$ cat config.mk
export PLATFORM = sky130hd
export DESIGN_NAME = block_accumulator
export DESIGN_NICKNAME = d
export VERILOG_FILES = /design/src/rtl/block_accumulator_pkg.sv /design/src/rtl/block_accumulator_rca.sv /design/src/rtl/block_accumulator.sv
export SDC_FILE = /design/constraint.sdc
export NUM_CORES = 1
export LEC_CHECK = 0
export BUFFER_PORTS_ARGS = -buffer_cell sky130_fd_sc_hd__buf_2
export CAP_MARGIN = 20
export CORE_MARGIN = 2
export CORE_UTILIZATION = 40
export DETAILED_ROUTE_END_ITERATION = 10
export GPL_ROUTABILITY_DRIVEN = 0
export SLEW_MARGIN = 5
export SYNTH_ARGS = -nofsm -noshare
export SYNTH_HDL_FRONTEND = slang
export SYNTH_SLANG_ARGS = --single-unit
$ cat constraint.sdc
create_clock -name clk -period 19.3 [get_ports clk]
set_input_delay 3.86 -clock clk [delete_from_list [all_inputs] [get_ports clk]]
set_output_delay 3.86 -clock clk [all_outputs]
set_load 0.005 [all_outputs]
$ cat src/rtl/block_accumulator_pkg.sv
// Shared definitions for the block accumulator: FSM encoding and default sizes.
package block_accumulator_pkg;

    localparam int DEFAULT_WIDTH = 32;
    localparam int DEFAULT_CNT_W = 8;

    typedef enum logic [1:0] {
        ST_IDLE = 2'd0,
        ST_ACC  = 2'd1,
        ST_HOLD = 2'd2
    } state_t;

endpackage

$ cat src/rtl/block_accumulator_rca.sv
// Ripple-carry adder: a + b + cin as a chain of full-adder cells.
module block_accumulator_rca #(
    parameter int WIDTH = block_accumulator_pkg::DEFAULT_WIDTH
) (
    input  logic [WIDTH-1:0] a,
    input  logic [WIDTH-1:0] b,
    input  logic             cin,
    output logic [WIDTH-1:0] sum,
    output logic             cout
);

    logic [WIDTH:0] carry;

    assign carry[0] = cin;

    generate
        for (genvar gi = 0; gi < WIDTH; gi++) begin : g_fa
            assign sum[gi]     = a[gi] ^ b[gi] ^ carry[gi];
            assign carry[gi+1] = (a[gi] & b[gi]) | (carry[gi] & (a[gi] ^ b[gi]));
        end
    endgenerate

    assign cout = carry[WIDTH];

endmodule

$ cat src/rtl/block_accumulator.sv
// Streaming multi-operand accumulator: sums a block of beats and presents
// sum, sticky carry and saturating beat count on a valid/ready output.
module block_accumulator
    import block_accumulator_pkg::*;
#(
    parameter int WIDTH = DEFAULT_WIDTH,
    parameter int CNT_W = DEFAULT_CNT_W
) (
    input  logic             clk,
    input  logic             rst,
    input  logic             in_valid,
    output logic             in_ready,
    input  logic [WIDTH-1:0] in_data,
    input  logic             in_last,
    output logic             out_valid,
    input  logic             out_ready,
    output logic [WIDTH-1:0] out_sum,
    output logic             out_carry,
    output logic [CNT_W-1:0] out_count
);

    localparam logic [CNT_W-1:0] CNT_ONE = {{(CNT_W-1){1'b0}}, 1'b1};
    localparam logic [CNT_W-1:0] CNT_MAX = {CNT_W{1'b1}};

    state_t           state_reg, state_next;
    logic [WIDTH-1:0] acc_reg, acc_next;
    logic             carry_reg, carry_next;
    logic [CNT_W-1:0] count_reg, count_next;

    logic [WIDTH-1:0] rca_sum;
    logic             rca_cout;
    logic             accept;
    logic             deliver;

    block_accumulator_rca #(.WIDTH(WIDTH)) u_rca (
        .a    (acc_reg),
        .b    (in_data),
        .cin  (1'b0),
        .sum  (rca_sum),
        .cout (rca_cout)
    );

    // In HOLD a new beat is only taken when the held result leaves the same cycle.
    always_comb begin
        in_ready = 1'b0;
        if (!rst) begin
            case (state_reg)
                ST_IDLE: in_ready = 1'b1;
                ST_ACC:  in_ready = 1'b1;
                ST_HOLD: in_ready = out_ready;
                default: in_ready = 1'b0;
            endcase
        end
    end

    assign out_valid = (state_reg == ST_HOLD);
    assign out_sum   = acc_reg;
    assign out_carry = carry_reg;
    assign out_count = count_reg;

    assign accept  = in_valid & in_ready;
    assign deliver = out_valid & out_ready;

    always_comb begin
        state_next = state_reg;
        acc_next   = acc_reg;
        carry_next = carry_reg;
        count_next = count_reg;
        case (state_reg)
            ST_IDLE: begin
                if (accept) begin
                    acc_next   = in_data;
                    carry_next = 1'b0;
                    count_next = CNT_ONE;
                    state_next = in_last ? ST_HOLD : ST_ACC;
                end
            end
            ST_ACC: begin
                if (accept) begin
                    acc_next   = rca_sum;
                    carry_next = carry_reg | rca_cout;
                    count_next = (count_reg == CNT_MAX) ? count_reg : count_reg + CNT_ONE;
                    state_next = in_last ? ST_HOLD : ST_ACC;
                end
            end
            ST_HOLD: begin
                if (deliver) begin
                    if (accept) begin
                        acc_next   = in_data;
                        carry_next = 1'b0;
                        count_next = CNT_ONE;
                        state_next = in_last ? ST_HOLD : ST_ACC;
                    end else begin
                        state_next = ST_IDLE;
                    end
                end
            end
            default: state_next = ST_IDLE;
        endcase
    end

    always_ff @(posedge clk) begin
        if (rst) begin
            state_reg <= ST_IDLE;
            acc_reg   <= '0;
            carry_reg <= 1'b0;
            count_reg <= '0;
        end else begin
            state_reg <= state_next;
            acc_reg   <= acc_next;
            carry_reg <= carry_next;
            count_reg <= count_next;
        end
    end

endmodule

Word level (Yosys, flattened, before mapping)
Cells that the tools add are included.
{"block": "op_classes", "add_sub_neg": 1, "mul": 0, "n_div": 0, "order_cmp": 0, "eq_ne": 7, "n_shift": 0, "muxes": 20, "bitwise_logic": 160, "reduce_logical": 6}
{"operator": "2-to-1 mux 32 bit", "n": 3}
{"operator": "one-hot mux 32 bit (3 select lines)", "n": 1}
{"operator": "AND 1 bit", "n": 65}
{"operator": "bitwise XOR 1 bit", "n": 63}
{"operator": "2-to-1 mux 8 bit", "n": 4}
{"operator": "bitwise OR 1 bit", "n": 32}
{"operator": "one-hot mux 8 bit (3 select lines)", "n": 1}
{"operator": "adder 8 x 1 -> 8 bit (second input constant)", "n": 1}
{"operator": "== test 8 bit (second input constant)", "n": 1}
{"operator": "2-to-1 mux 2 bit", "n": 4}
{"operator": "2-to-1 mux 1 bit", "n": 4}
{"operator": "!= test 2 x 1 -> 1 bit (second input constant)", "n": 2}
{"operator": "!= test 2 bit (second input constant)", "n": 2}
{"operator": "one-hot mux 2 bit (2 select lines)", "n": 1}
{"operator": "AND reduction 4 bit", "n": 1}
{"operator": "one-hot mux 1 bit (3 select lines)", "n": 1}
{"operator": "AND reduction 3 bit", "n": 1}
{"operator": "nonzero test 3 bit", "n": 1}
{"operator": "== test 2 x 1 -> 1 bit (second input constant)", "n": 1}
{"operator": "== test 2 bit (second input constant)", "n": 1}
{"operator": "logical NOT 2 bit", "n": 1}
{"operator": "one-hot mux 1 bit (2 select lines)", "n": 1}
{"operator": "AND reduction 2 bit", "n": 1}
{"operator": "OR reduction 2 bit", "n": 1}
{"block": "totals", "reg_bits": 43, "latch_bits": 0, "ramBits": 0, "romBits": 0, "input_bits": 37, "word_cells": 198, "memories": 0}

Longest topological paths before layout
{"block": "depth", "ltp_word": 66, "ltp_mapped": 36}

Modules after synthesis
A second synthesis with hierarchy kept.
{"block": "unflattened", "hier_cells": 291, "hier_area_um2": 2648.8}
{"module": "block_accumulator", "instances": 1, "cells_each": 249, "area_per_inst_um2": 1970.6}
{"module": "block_accumulator_rca", "instances": 1, "cells_each": 42, "area_per_inst_um2": 678.2}

Least setup slack after synthesis
OpenSTA, ideal clock, no wires.
{"block": "synth_path", "path_type": "in2reg", "from": "input in_data[0]", "to": "register acc_reg[31] (netlist: out_sum[31])", "setup_time_ns": 0.086, "arrival_ns": 16.006, "path_slack_ns": 3.208, "stages": 36, "cell_sequence": "ha_1 fa_1 fa_1 fa_1 fa_1 fa_1 fa_1 fa_1 fa_1 fa_1 fa_1 fa_1 fa_1 fa_1 fa_1 fa_1 fa_1 fa_1 fa_1 fa_1 fa_1 fa_1 fa_1 fa_1 fa_1 fa_1 fa_1 fa_1 fa_1 inv_1 fa_1 inv_1 fa_1 fa_1 mux2i_1 a211oi_1"}
{"block": "synth_via", "elab_chain_len": 64}
{"item": "from (decl)", "line": "block_accumulator.sv:13", "text": "input logic [WIDTH-1:0] in_data,"}
{"item": "AND 1 bit (2 in series)", "line": "block_accumulator_rca.sv:19", "text": "assign carry[gi+1] = (a[gi] & b[gi]) | (carry[gi] & (a[gi] ^ b[gi]));"}
{"item": "bitwise OR 1 bit", "line": "block_accumulator_rca.sv:19"}
{"item": "AND 1 bit", "line": "block_accumulator_rca.sv:19"}
{"item": "bitwise OR 1 bit", "line": "block_accumulator_rca.sv:19"}
{"item": "AND 1 bit", "line": "block_accumulator_rca.sv:19"}
{"item": "bitwise OR 1 bit", "line": "block_accumulator_rca.sv:19"}
{"item": "AND 1 bit", "line": "block_accumulator_rca.sv:19"}
{"item": "bitwise OR 1 bit", "line": "block_accumulator_rca.sv:19"}
{"item": "[47 not listed]"}
{"item": "bitwise OR 1 bit", "line": "block_accumulator_rca.sv:19"}
{"item": "AND 1 bit", "line": "block_accumulator_rca.sv:19"}
{"item": "bitwise OR 1 bit", "line": "block_accumulator_rca.sv:19"}
{"item": "AND 1 bit", "line": "block_accumulator_rca.sv:19"}
{"item": "bitwise OR 1 bit", "line": "block_accumulator_rca.sv:19"}
{"item": "bitwise XOR 1 bit", "line": "block_accumulator_rca.sv:18", "text": "assign sum[gi] = a[gi] ^ b[gi] ^ carry[gi];"}
{"item": "2-to-1 mux 32 bit", "line": "block_accumulator.sv:79", "text": "if (accept) begin"}
{"item": "one-hot mux 32 bit (3 select lines)", "line": "block_accumulator.sv:69", "text": "case (state_reg)"}
{"item": "to (signal assigned)", "line": "block_accumulator.sv:110", "text": "acc_reg <= acc_next;"}
{"item": "to (decl)", "line": "block_accumulator.sv:26", "text": "logic [WIDTH-1:0] acc_reg, acc_next;"}
Every way passes these cells. The select of a mux whose other input is x is not followed.
A chain may end at the register's enable or synchronous reset.

Final worst setup path
Same ends and word-level chain as after synthesis.

==> flow_summary.json <==
{
  "skew_ns": 0.005024,
  "cts_setup_buffers": 0,
  "grt_use_total": 0.1606,
  "drt_wl_total_um": 5513,
  "power_frac_comb": 0.222,
  "grt_pass1_wl_um": 9397,
  "critPathMaxFanout": 2,
  "cts-buffers-inserted": 5,
  "worst-path-buf-inv": 3,
  "portBuffers": 79,
  "synth.ff_latch_count": 43,
  "status": "completed",
  "required_ns": 19.50,
  "cp-start-kind": "primary input",
  "place_hpwl_um": 3993,
  "avgRoutedWirePerCell_um": 13.92,
  "max_cap_violations": 0,
  "postLayoutCellArea_sq_mm": 0.003137,
  "post_cts_resized": 0,
  "finalCritPeriodShare": 0.8534,
  "drt_first_iter_violations": 56,
  "dr_total_vias": 2085,
  "synth_top_cell_area_share": 0.3284,
  "tns_ns": 0,
  "max_freq_mhz": 60.72,
  "antenna_found_initial": 0,
  "placed_cell_area_sq_mm": 0.003064,
  "synthSimpleGateAreaFrac": 0.1241,
  "netlist_area_sq_mm": 0.002621,
  "htree_levels": 2,
  "cts-root-buf": "clkbuf_8",
  "largest_reg_flops": 32,
  "tightest_slew_ns": 1.027,
  "synth_compound_area_frac": 0.1456,
  "path_class": "in2reg",
  "die_area_sq_mm": 0.007217,
  "initial_core_util": 0.4128,
  "ys_async_sr_fraction": 0,
  "syn_nets": 318,
  "clock_sinks": 43,
  "synthFlopType": "dfxtp_1",
  "hold_path_depth": 2,
  "slew_viol_final": 0,
  "cp-end-kind": "flip-flop",
  "p_leak_uw": 0.001338,
  "nets": 390,
  "irDropWorstVdd_mv": 0.03006,
  "die_w_um": 84.95,
  "synth_xor_area_frac": 0,
  "p_sw_frac": 0.2926,
  "seq_area_frac_synth": 0.3284,
  "firstDrtPassIters": 4,
  "area_growth_pct": 19.67,
  "cts_buffer_depth": 2,
  "cp_slowest_stage_delay_ns": 0.49,
  "ant_nets": 0,
  "clkSlewWorstSetupHoldPaths_ns": 0.08,
  "grt_pass1_vias": 2012,
  "rows": 29,
  "synth_top_cell_by_area": "dfxtp_1",
  "crit_top_cell": "fa_1",
  "rsz0062_at_grt": "false",
  "final_hold_viol_count": 0,
  "diodes": 0,
  "overflow": 0,
  "cp.depth": 37,
  "synth_top_family_by_area": "adder cells",
  "switchingPower_uw": 57.46,
  "drc": 0,
  "clkPwrFrac": 0.273,
  "grt_max_degree": 72,
  "fp.coreArea_sq_mm": 0.006350,
  "syn_avg_cell_area_sq_um": 10.57,
  "synth_cell_types": 35,
  "avgViaCountPerCell": 5.265,
  "synth-edff-count": 0,
  "min_path_type": "reg2reg",
  "crit_slowest_cell": "fa_1",
  "io_pins": 80,
  "synth.most_common_cell": "dfxtp_1",
  "r2r_cells": 36,
  "synthCells": 248,
  "worstSkewPairLatency_ns": 0.29,
  "cts_hold_buf": 0,
  "ys_top_cells_by_count": "43 x dfxtp_1, 35 x nor2_1, 32 x a211oi_1, 32 x mux2i_1, 31 x fa_1",
  "synth.mux.area_fraction": 0.1222,
  "p_per_area_mw_per_mm2": 62.59,
  "setup_violations": 0,
  "synth_fa_ha_area_frac": 0.2463,
  "arrival_ns": 16.67,
  "fp.dieH_um": 84.95,
  "slew_headroom": 0.3151,
  "min_period_ns": 16.47,
  "crit_family": "adder cells",
  "pwr-share-seq": 0.505,
  "yosys-top-cells-area": "dfxtp_1 33%, fa_1 24%, mux2i_1 12%",
  "yosys_warnings": 0,
  "cts_tree": "built",
  "layout-drive-gt1-share": 0.2821,
  "internal_power_uw": 138.9
}
==> logic make-up (layout without fill, tap and decap cells) <==
logic type | after synthesis | after routing
buffers and inverters | 21 | 92
AND/OR/NAND/NOR | 66 | 66
flip-flops | 43 | 43
adder cells (fa/ha/maj) | 33 | 33
multiplexers | 32 | 32
AO/OA/AOI/OAI | 53 | 53
==> through the flow <==
| step | utilization | worst slack (ns) | std cells | hold slack (ns) | power, uW |
|---|---|---|---|---|---|
| final | 0.4940 | 2.830 | 396 | 0.4817 | 196.3 |
| after global routing | 0.4940 | 2.395 | 396 | 0.5355 | 211.5 |
| after CTS | 0.4940 | 2.814 | 396 | 0.4866 | 199.9 |
| after detailed placement | 0.4826 | 2.554 | 390 | 0.4758 | 145.6 |
| after global placement | 0.4826 | 2.681 | 390 | 0.4559 | 143.9 |
| after floorplan | - | 3.208 | 248 | 0.4604 | 128.1 |
==> power by group through the flow <==
| stage | Combinational (uW) | Sequential, uW | Clock, uW |
|---|---|---|---|
| after global routing | 51.2 | 100 | 59.9 |
| after detailed placement | 44.2 | 101 | 0 |
| final | 43.5 | 99.2 | 53.6 |
| after CTS | 44.5 | 99.4 | 56.0 |
| after floorplan | 26.9 | 101 | 0 |
| after global placement | 42.6 | 101 | 0 |
==> cells in the final DEF, fill, tap and decap left out <==
cell type / instances
a31oi_1: 1
and4_1: 2
a311oi_1: 2
dfxtp_1: 43
nand2_1: 7
fa_1: 31
mux2i_1: 32
ha_1: 2
nor2_1: 35
nand4_1: 3
or2b_1: 1
a21oi_4: 1
and3b_1: 1
o31ai_1: 2
a31o_2: 2
nand3_1: 1
a211oi_1: 32
o211ai_1: 1
buf_2: 79
a21oi_1: 8
nor4b_1: 1
and3_1: 2
or4_1: 2
a221oi_1: 1
nor3_1: 1
nand2b_1: 5
buf_4: 1
a21o_1: 2
nor2b_1: 2
o21ai_0: 1
inv_1: 6
and2_1: 1
and4_4: 1
clkbuf_1: 1
and2b_2: 1
clkbuf_8: 5
==> layer usage <==
| metal | vias to the layer above | track usage | share of wire |
|---|---|---|---|
| met4 | 0 | 0.04329 | 0.011 |
| met3 | 6 | 0.04086 | 0.056 |
| met2 | 54 | 0.2408 | 0.45 |
| met5 | - | 0 | 0 |
| met1 | 997 | 0.2316 | 0.48 |
| li1 | 1028 | - | - |
==> cell type report <==
type / count / area, sq um
fill: 611 / 3213
multi-input combinational: 184 / 1682
sequential: 43 / 860.8
timing repair buffer: 80 / 402.9
tap: 77 / 96.34
clock buffer: 6 / 72.57
inverter: 6 / 22.52
==> worst register-to-register path, delay by kind of cell (launching register included) <==
kind	cells	cell delay (ns)
flip-flops	1	0.33
multiplexers	1	0.07
AO/OA/AOI/OAI	1	0.26
adder cells (fa/ha/maj)	32	12.25
buffers and inverters	2	0.12
==> path summary, 6_finish.rpt <==
path	slack, ns	start	end
max	2.83	in_data[0]	out_sum[31]$_SDFFE_PP0P_
min	0.48	out_sum[29]$_SDFFE_PP0P_	out_sum[29]$_SDFFE_PP0P_
max reg2reg	6.19	out_sum[0]$_SDFFE_PP0P_	out_sum[31]$_SDFFE_PP0P_
min reg2reg	0.48	out_sum[29]$_SDFFE_PP0P_	out_sum[29]$_SDFFE_PP0P_
Note: power is estimated with default switching activity, not from simulation.
